==> config.mk <==
export PLATFORM = sky130hd
export DESIGN_NAME = prog_loader
export DESIGN_NICKNAME = d
export VERILOG_FILES = /design/src/rtl/prog_loader.sv
export SDC_FILE = /design/constraint.sdc
export NUM_CORES = 1
export LEC_CHECK = 0
export CAP_MARGIN = 20
export CORE_MARGIN = 1.5
export CORE_UTILIZATION = 30
export CTS_BUF_LIST = sky130_fd_sc_hd__clkbuf_2
export CTS_CLUSTER_SIZE = 8
export DETAILED_ROUTE_END_ITERATION = 10
export PLACE_DENSITY = 0.49
export SETUP_SLACK_MARGIN = 0.5
export SLEW_MARGIN = 5
export SYNTH_ARGS = -nofsm -noshare
export SYNTH_HDL_FRONTEND = slang
export SYNTH_SLANG_ARGS = --single-unit
==> constraint.sdc <==
create_clock -name CLK -period 5 [get_ports CLK]
set_clock_uncertainty 0.05 [all_clocks]
set_input_delay 1 -clock CLK [delete_from_list [all_inputs] [get_ports CLK]]
set_output_delay 1 -clock CLK [all_outputs]
set_load 0.02 [all_outputs]
==> src/rtl/prog_loader.sv <==
// Purpose: boot loader for the VeriRISC cpu; streams a program into the 32x8 memory, holds cpu reset, runs to HALT.
// Latency: an accepted byte is written one cycle later; CPU_RST stays high RST_CYCLES cycles after the last write.
// Backpressure: IN_READY is high only in LOAD while bytes remain outstanding; IN_VALID without IN_READY is ignored.
// Optional feature macro: PROG_LOADER_CHECKSUM_EN builds the CHKSUM accumulator; otherwise CHKSUM is tied to 0.
// Ports: CLK/RST (async active-low) clock and reset; START/LEN kick off a sequence; IN_VALID/IN_DATA/IN_READY
//        byte stream; MEM_WR/MEM_ADDR/MEM_DATA memory write port; CPU_RST cpu reset; HALT cpu halt flag;
//        BUSY/DONE status; CYCLES saturating run-cycle count; CHKSUM modulo-256 sum of loaded bytes.
module prog_loader #(
  parameter int AWIDTH     = 5,
  parameter int DWIDTH     = 8,
  parameter int RST_CYCLES = 2
) (
  input  logic              CLK,
  input  logic              RST,
  input  logic              START,
  input  logic [AWIDTH:0]   LEN,
  input  logic              IN_VALID,
  input  logic [DWIDTH-1:0] IN_DATA,
  output logic              IN_READY,
  output logic              MEM_WR,
  output logic [AWIDTH-1:0] MEM_ADDR,
  output logic [DWIDTH-1:0] MEM_DATA,
  output logic              CPU_RST,
  input  logic              HALT,
  output logic              BUSY,
  output logic              DONE,
  output logic [15:0]       CYCLES,
  output logic [DWIDTH-1:0] CHKSUM
);

  typedef enum logic [2:0] {
    ST_IDLE,
    ST_LOAD,
    ST_RSTCPU,
    ST_RUN,
    ST_HALTED
  } state_t;

  localparam logic [AWIDTH:0] DEPTH_L  = {1'b1, {AWIDTH{1'b0}}};
  localparam logic [AWIDTH:0] CNT_ONE  = {{AWIDTH{1'b0}}, 1'b1};
  localparam logic [3:0]      RST_LOAD = 4'(RST_CYCLES - 1);

  state_t              state, state_nxt;
  logic [AWIDTH:0]     len_q;
  logic [AWIDTH:0]     cnt;
  logic [AWIDTH:0]     len_in;
  logic [3:0]          rst_cnt;
  logic                halt_q;
  logic                halt_d;
  logic                halt_rise;
  logic                start_ok;
  logic                xfer;
  logic                last_xfer;
  logic [15:0]         cycles_q;
  logic                mem_wr_q;
  logic [AWIDTH-1:0]   mem_addr_q;
  logic [DWIDTH-1:0]   mem_data_q;

  // Lengths beyond the memory depth are clamped so addresses never wrap.
  assign len_in    = (LEN > DEPTH_L) ? DEPTH_L : LEN;
  assign start_ok  = START && ((state == ST_IDLE) || (state == ST_HALTED));
  assign xfer      = IN_VALID && IN_READY;
  assign last_xfer = xfer && ((cnt + CNT_ONE) == len_q);
  // halt_d is forced low outside RUN, so HALT already high on RUN entry still looks like a rising edge.
  assign halt_rise = halt_q && !halt_d;

  // State register
  always_ff @(posedge CLK or negedge RST) begin
    if (!RST) begin
      state <= ST_IDLE;
    end else begin
      state <= state_nxt;
    end
  end

  // Next-state logic
  always_comb begin
    state_nxt = state;
    case (state)
      ST_IDLE, ST_HALTED: begin
        if (start_ok) begin
          state_nxt = (len_in == '0) ? ST_RSTCPU : ST_LOAD;
        end
      end
      ST_LOAD: begin
        if (last_xfer) begin
          state_nxt = ST_RSTCPU;
        end
      end
      ST_RSTCPU: begin
        if (rst_cnt == 4'd0) begin
          state_nxt = ST_RUN;
        end
      end
      ST_RUN: begin
        if (halt_rise) begin
          state_nxt = ST_HALTED;
        end
      end
      default: state_nxt = ST_IDLE;
    endcase
  end

  // Output logic
  always_comb begin
    IN_READY = (state == ST_LOAD) && (cnt < len_q);
    CPU_RST  = (state == ST_IDLE) || (state == ST_LOAD) || (state == ST_RSTCPU);
    BUSY     = (state == ST_LOAD) || (state == ST_RSTCPU) || (state == ST_RUN);
    DONE     = (state == ST_HALTED);
  end

  // Datapath: byte counter, registered memory write, reset timer, halt edge detect, run counter.
  always_ff @(posedge CLK or negedge RST) begin
    if (!RST) begin
      len_q      <= '0;
      cnt        <= '0;
      rst_cnt    <= RST_LOAD;
      halt_q     <= 1'b0;
      halt_d     <= 1'b0;
      cycles_q   <= 16'd0;
      mem_wr_q   <= 1'b0;
      mem_addr_q <= '0;
      mem_data_q <= '0;
    end else begin
      mem_wr_q <= 1'b0;
      if (start_ok) begin
        len_q    <= len_in;
        cnt      <= '0;
        cycles_q <= 16'd0;
      end
      if (xfer) begin
        mem_wr_q   <= 1'b1;
        mem_addr_q <= cnt[AWIDTH-1:0];
        mem_data_q <= IN_DATA;
        cnt        <= cnt + CNT_ONE;
      end
      // Reloading whenever outside RSTCPU means the timer is fresh on every entry.
      if (state != ST_RSTCPU) begin
        rst_cnt <= RST_LOAD;
      end else if (rst_cnt != 4'd0) begin
        rst_cnt <= rst_cnt - 4'd1;
      end
      halt_q <= HALT;
      halt_d <= (state == ST_RUN) && halt_q;
      // The count freezes on the halt edge itself.
      if ((state == ST_RUN) && !halt_rise && (cycles_q != 16'hFFFF)) begin
        cycles_q <= cycles_q + 16'd1;
      end
    end
  end

  assign MEM_WR   = mem_wr_q;
  assign MEM_ADDR = mem_addr_q;
  assign MEM_DATA = mem_data_q;
  assign CYCLES   = cycles_q;

`ifdef PROG_LOADER_CHECKSUM_EN
  logic [DWIDTH-1:0] chksum_q;

  always_ff @(posedge CLK or negedge RST) begin
    if (!RST) begin
      chksum_q <= '0;
    end else if (start_ok) begin
      chksum_q <= '0;
    end else if (xfer) begin
      chksum_q <= chksum_q + IN_DATA;
    end
  end

  assign CHKSUM = chksum_q;
`else
  assign CHKSUM = '0;
`endif

endmodule

==> results of run 1 <==
[cell usage in the layout (no fill, tap or decap), types with 3 or more instances in the layout]
cell type / netlist / routed
nor2_1: 14 / 14
nand3_1: 17 / 17
inv_1: 14 / 14
a21oi_1: 9 / 9
a211o_1: 11 / 11
o21ai_0: 12 / 12
nand4_1: 3 / 3
clkbuf_2: 0 / 5
nor3_1: 12 / 12
xor2_1: 3 / 3
nand3b_1: 6 / 6
nand2b_1: 3 / 3
nand2_1: 23 / 23
clkdlybuf4s50_1: 0 / 51
and2_1: 3 / 3
mux2_2: 14 / 14
or3_1: 3 / 3
ha_1: 9 / 9
dfrtp_1: 50 / 50
xnor2_1: 7 / 7
conb_1: 1 / 8
and3_1: 15 / 15
clkinv_1: 1 / 3
[cells by family (layout without fill, tap and decap cells)]
group	after synthesis	in the layout	synth area share, %
compound gates	47	47	11.9
xor+xnor	10	10	3.23
other cells	1	8	0.138
simple gates	108	108	21.2
fa+ha+maj	9	9	4.15
flops	51	51	47.1
buf+inv	30	77	5.76
mux	16	16	6.54
[worst min path at each step]
stage	start	to	slack [ps]	cells after the start
floorplan	len_q[0]	len_q[0]	410	2
global placement	len_q[0]	len_q[0]	440	2
detailed placement	len_q[0]	len_q[0]	440	2
CTS	halt_q	halt_d	480	2
global route	halt_q	halt_d	490	2
finish	CYCLES[14]	CYCLES[14]	480	1
[state kept, by name, summed over array words and instances, names as in the netlist, 3 cells and up]
signal and count:
MEM_ADDR 5, cnt 6, rst_cnt 4, state 3
MEM_DATA 8, len_q 6, CYCLES 16
[routing by layer]
metal	vias up	share of wire [%]	global-route usage [%]
met5	-	0	0
met2	44	45	20.2
met4	0	0.87	2.93
met3	6	4.1	3.15
met1	1005	50	18.1
li1	1059	-	-
[critical path: stages (launching register included)]
cell             delay, ps
dfrtp_1                540
ha_1                   330
a21oi_1                190
o22ai_1                110
nor2_1                 120
clkdlybuf4s50_1        610
[power by group]
group / total [uW] / switching (uW) / leakage [uW] / internal (uW)
sequential: 601 / 82.5 / 0.000670 / 519
clock: 163 / 132 / 0.0000241 / 31.1
combinational: 736 / 392 / 0.000858 / 345
total: 1500 / 606 / 0.00155 / 894
[area by class of cell]
| cell class | count | share of cell area [%] |
|---|---|---|
| Timing Repair Buffer | 54 | 15.9 |
| Tap cell | 108 | 4.04 |
| Inverter | 15 | 1.68 |
| Multi-Input combinational cell | 198 | 39.1 |
| Clock inverter | 3 | 0.449 |
| Clock buffer | 5 | 0.748 |
| Sequential cell | 51 | 38.2 |
[metrics by stage]
step | hold slack (ps) | cells
floorplan | 406 | 279
global placement | 437 | 425
detailed placement | 439 | 425
CTS | 485 | 433
global route | 494 | 434
finish | 481 | 434
==> flow_summary.yaml, run 1 <==
yosys:
  synthDistinctLibCells: 47
  synth-seq-cells: 51
  synthArstFlopShare_pct: 100
  synth_edf_count: 0
  synth_top_area_share_pct: 46.1
  synth_flop_cell: "dfrtp_1"
  synth_area_per_cell_sq_um: 9.98
  syn_inst: 272
  synthTopCellsByCount: "dfrtp_1 (50), nand2_1 (23), nand3_1 (17)"
  synth_area_leaders: "dfrtp_1 (46%), mux2_2 (5.8%), ha_1 (4.1%)"
  yosysSeqAreaShare_pct: 47.1
  yosysWarnings: 0
  yosysTopAreaCell: "dfrtp_1"
  synth_area_sq_mm: 0.00272
  yosysMostFrequentCell: "dfrtp_1"
global_route:
  grt_pass1_wl_mm: 9.97
  grt_usage_pct: 12.9
  grt.overflow.total: 0
  grt_max_degree: 52
  first_global_vias: 2051
  antenna_found_initial: 0
die:
  start_util_pct: 31.0
  core_sq_mm: 0.00876
  io_pins: 61
  rows: 34
  die-area_sq_mm: 0.00963
  fp.dieW_um: 98.1
  die_height_um: 98.1
critical_path:
  end_kind: "primary output"
  reg2reg_depth: 7
  cp-endpoint: "IN_READY"
  worstReg2RegStart: "cnt[3]"
  reg2reg_slack_ps: 2240
  cp_max_fo: 8
  cp_data_required_time_ps: 3950
  arrival_ps: 2330
  crit_start: "cnt[3]"
  critical_path.startpoint_type: "flip-flop"
  r2r_end: "cnt[5]"
  setup.worst_path.class: "reg2out"
placed_design:
  dp_slack_ps: 1330
  io_buffer_count: 52
  dp_hpwl_mm: 4.16
  place.gp.congestion: 0.752
  dpl_cell_area_sq_mm: 0.00330
timing:
  hold_viol: 0
  setup_viol: 0
  timing.final.ws_setup_ps: 1620
  max_freq_mhz: 296
  min_period_ps: 3380
  drv_slew: 0
  final.period_utilization_pct: 67.6
  grt_setup_unrepaired: "no"
  worst_slew_pin_slew_ps: 818
  setup-tns-final_ps: 0
  slew_headroom_pct: 45.3
power:
  power_density_mw_per_mm2: 448
  vdd_drop_max_v: 0.000202
  p_total_uw: 1500
  leakage_uw: 0.00155
detailed_routing:
  finalWirelength_mm: 5.89
  viasPerCell: 4.87
  drcViolationCount: 0
  vias: 2114
  first_pass_iters: 4
  ant_nets: 0
  drt_iter0_drc: 90
  wl_per_cell_um: 13.6
final_layout:
  finalInstanceArea_sq_mm: 0.00335
  antenna_cells: 0
  postLayoutCoreUtil_pct: 38.2
  multi_input_area_sq_mm: 0.00131
  n_fill_cell: 896
  nNetsFinal: 353
  ff_latch_area_sq_mm: 0.00128
  syn2layout_area_growth_pct: 23.3
  drive_above_1_share_pct: 9.20
clock_network:
  clock_sinks: 51
  hold_buffers: 0
  postCtsSetupBuffers: 0
  cts_root_buffer: "clkbuf_2"
  clk_pin_slew_ps: 260
  cts_tree: "done"
  insertion_delay_ps: 440
  post_cts_resized: 0
  htree_num_levels: 2
  cts_made_buffers: 5
  max-clock-path-buffers: 2
outcome:
  outcome: "complete, no violations"
hold_path:
  hold_class: "reg2reg"
flow_run:
  cap_violations: 0
Note: power is estimated with default switching activity, not from simulation.
==> run 2, diff against run 1 <==
==> constraint.sdc (replaced) <==
create_clock -name CLK -period 3.4 [get_ports CLK]
set_clock_uncertainty 0.05 [all_clocks]
set_input_delay 0.68 -clock CLK [delete_from_list [all_inputs] [get_ports CLK]]
set_output_delay 0.68 -clock CLK [all_outputs]
set_load 0.02 [all_outputs]
==> flow_summary.yaml, run 2 (same netlist as run 1, synthesis figures left out) <==
timing:
  worst_slew_pin_slew_ps: 590
  final.period_utilization_pct: 80.5
  timing.final.ws_setup_ps: 662
  drv_slew: 0
  slew_headroom_pct: 60.5
  min_period_ps: 2740
  grt_setup_unrepaired: "no"
  max_freq_mhz: 365
  setup-tns-final_ps: 0
  hold_viol: 0
  setup_viol: 0
critical_path:
  critical_path.startpoint_type: "flip-flop"
  cp_max_fo: 8
  arrival_ps: 2010
  crit_start: "cnt[3]"
  setup.worst_path.class: "reg2out"
  path_delay_family: "flip-flops"
  cp_cell_sequence: "ha_1 > a21oi_1 > o22ai_1 > nor2_1 > dlygate4sd2_1"
  crit_path_max_incr_delay_ps: 520
  cp.buffers_inverters: 1
  cp_slowest_cell: "dfrtp_2"
  worstReg2RegStart: "CYCLES[0]"
  end_kind: "primary output"
  cp_data_required_time_ps: 2670
die:
  core_sq_mm: 0.00876
  fp.dieW_um: 98.1
  die-area_sq_mm: 0.00963
  die_height_um: 98.1
  io_pins: 61
  rows: 34
  start_util_pct: 31.0
final_layout:
  syn2layout_area_growth_pct: 24.8
  largest_register_ffs: 16
  nNetsFinal: 355
  antenna_cells: 0
  layout_common_cells: "clkdlybuf4s50_1 (50), dfrtp_1 (49), nand2_1 (23), nand3_1 (17), and3_1 (15)"
  drive_above_1_share_pct: 10.7
  final_common_cell: "clkdlybuf4s50_1"
clock_network:
  postCtsSetupBuffers: 0
  insertion_delay_ps: 440
  clk_pin_slew_ps: 280
  cts_tree: "done"
  cts_root_buffer: "clkbuf_2"
  clock_sinks: 51
  hold_buffers: 0
  htree_num_levels: 2
  max-clock-path-buffers: 2
  cts_made_buffers: 5
detailed_routing:
  wl_per_cell_um: 14.3
  ant_nets: 0
  vias: 2162
  viasPerCell: 4.96
  drt_iter0_drc: 90
  drcViolationCount: 0
  first_pass_iters: 4
  finalWirelength_mm: 6.24
power:
  leakage_uw: 0.00158
  vdd_drop_max_v: 0.000252
  power_density_mw_per_mm2: 682
  p_total_uw: 2310
placed_design:
  place.gp.congestion: 0.748
  dp_hpwl_mm: 4.41
  dp_slack_ps: 727
  io_buffer_count: 52
flow_run:
  cap_violations: 0
global_route:
  antenna_found_initial: 0
  grt_max_degree: 29
  grt.overflow.total: 0
  grt_usage_pct: 13.2
  grt_pass1_wl_mm: 10.3
  first_global_vias: 2145
hold_path:
  hold_class: "in2async"
outcome:
  outcome: "complete, no violations"
-- run 2: cell types whose count changed in the layout (fill, tap and decap cells not counted) --
cell	change
a21oi_1	-1
a21oi_2	+1
buf_4	+2
bufinv_16	+1
clkdlybuf4s50_1	-1
clkinv_1	-1
clkinv_2	+1
clkinvlp_4	-1
dfrtp_1	-1
dfrtp_2	+1
dlygate4sd2_1	+1
-- run 2: report_power, final --
part           internal, uW  leakage (uW)  switching [uW]  total (uW)
logic                   510      0.000869             592        1100
clock network           121     0.0000404             200         320
registers               763      0.000668             126         889
-- run 2: what timing repair did --
action	4_1_cts	5_1_grt
gates cloned	0	0
resized for setup	1	2
setup endpoints to repair	1	1
hold endpoints to repair	0	0
-- run 2: path summary, 6_finish.rpt --
path	end	slack (ps)	depth (start not counted)
min in group CLK	MEM_ADDR[0]	470	2
worst min register to register	MEM_ADDR[0]	470	2
max in group asynchronous	rst_cnt[0]	2340	2
worst max-delay path	IN_READY	660	5
worst min-delay path	CYCLES[12]	140	1
worst max register to register	CYCLES[4]	800	7
-- run 2: layout make-up --
cell class                 instances  area (sq um)
tap                              108           135
multi-input combinational        198          1310
clock buffer                       5          25.0
fill                             904          5370
inverter                          15          56.3
timing repair buffer              56           544
clock inverter                     3          38.8
sequential                        51          1280
-- run 2: routing by layer --
layer	track usage [%]	vias to the layer above	wire (um)
met5	0	-	0
met4	3.68	0	82
met3	2.72	9	239
met2	21.0	45	2800
met1	18.4	1044	3120
li1	-	1064	-
-- run 2: worst register-to-register path: stages, from the launching register on --
cell and delay, ps:
dfrtp_1 490, ha_1 270, nand3_1 160, nor4_4 470, a31oi_2 350, nor2_1 400
buf_4 240, a211o_1 130
-- run 2: stage by stage --
stage	utilization [%]	std cells	area [sq um]	hold WS, ps
final	38.7	436	3390	140
after floorplan	-	279	2740	334
after detailed placement	37.9	428	3320	427
after global placement	37.9	428	3320	421
after CTS	38.6	436	3380	140
after global routing	38.7	436	3390	130
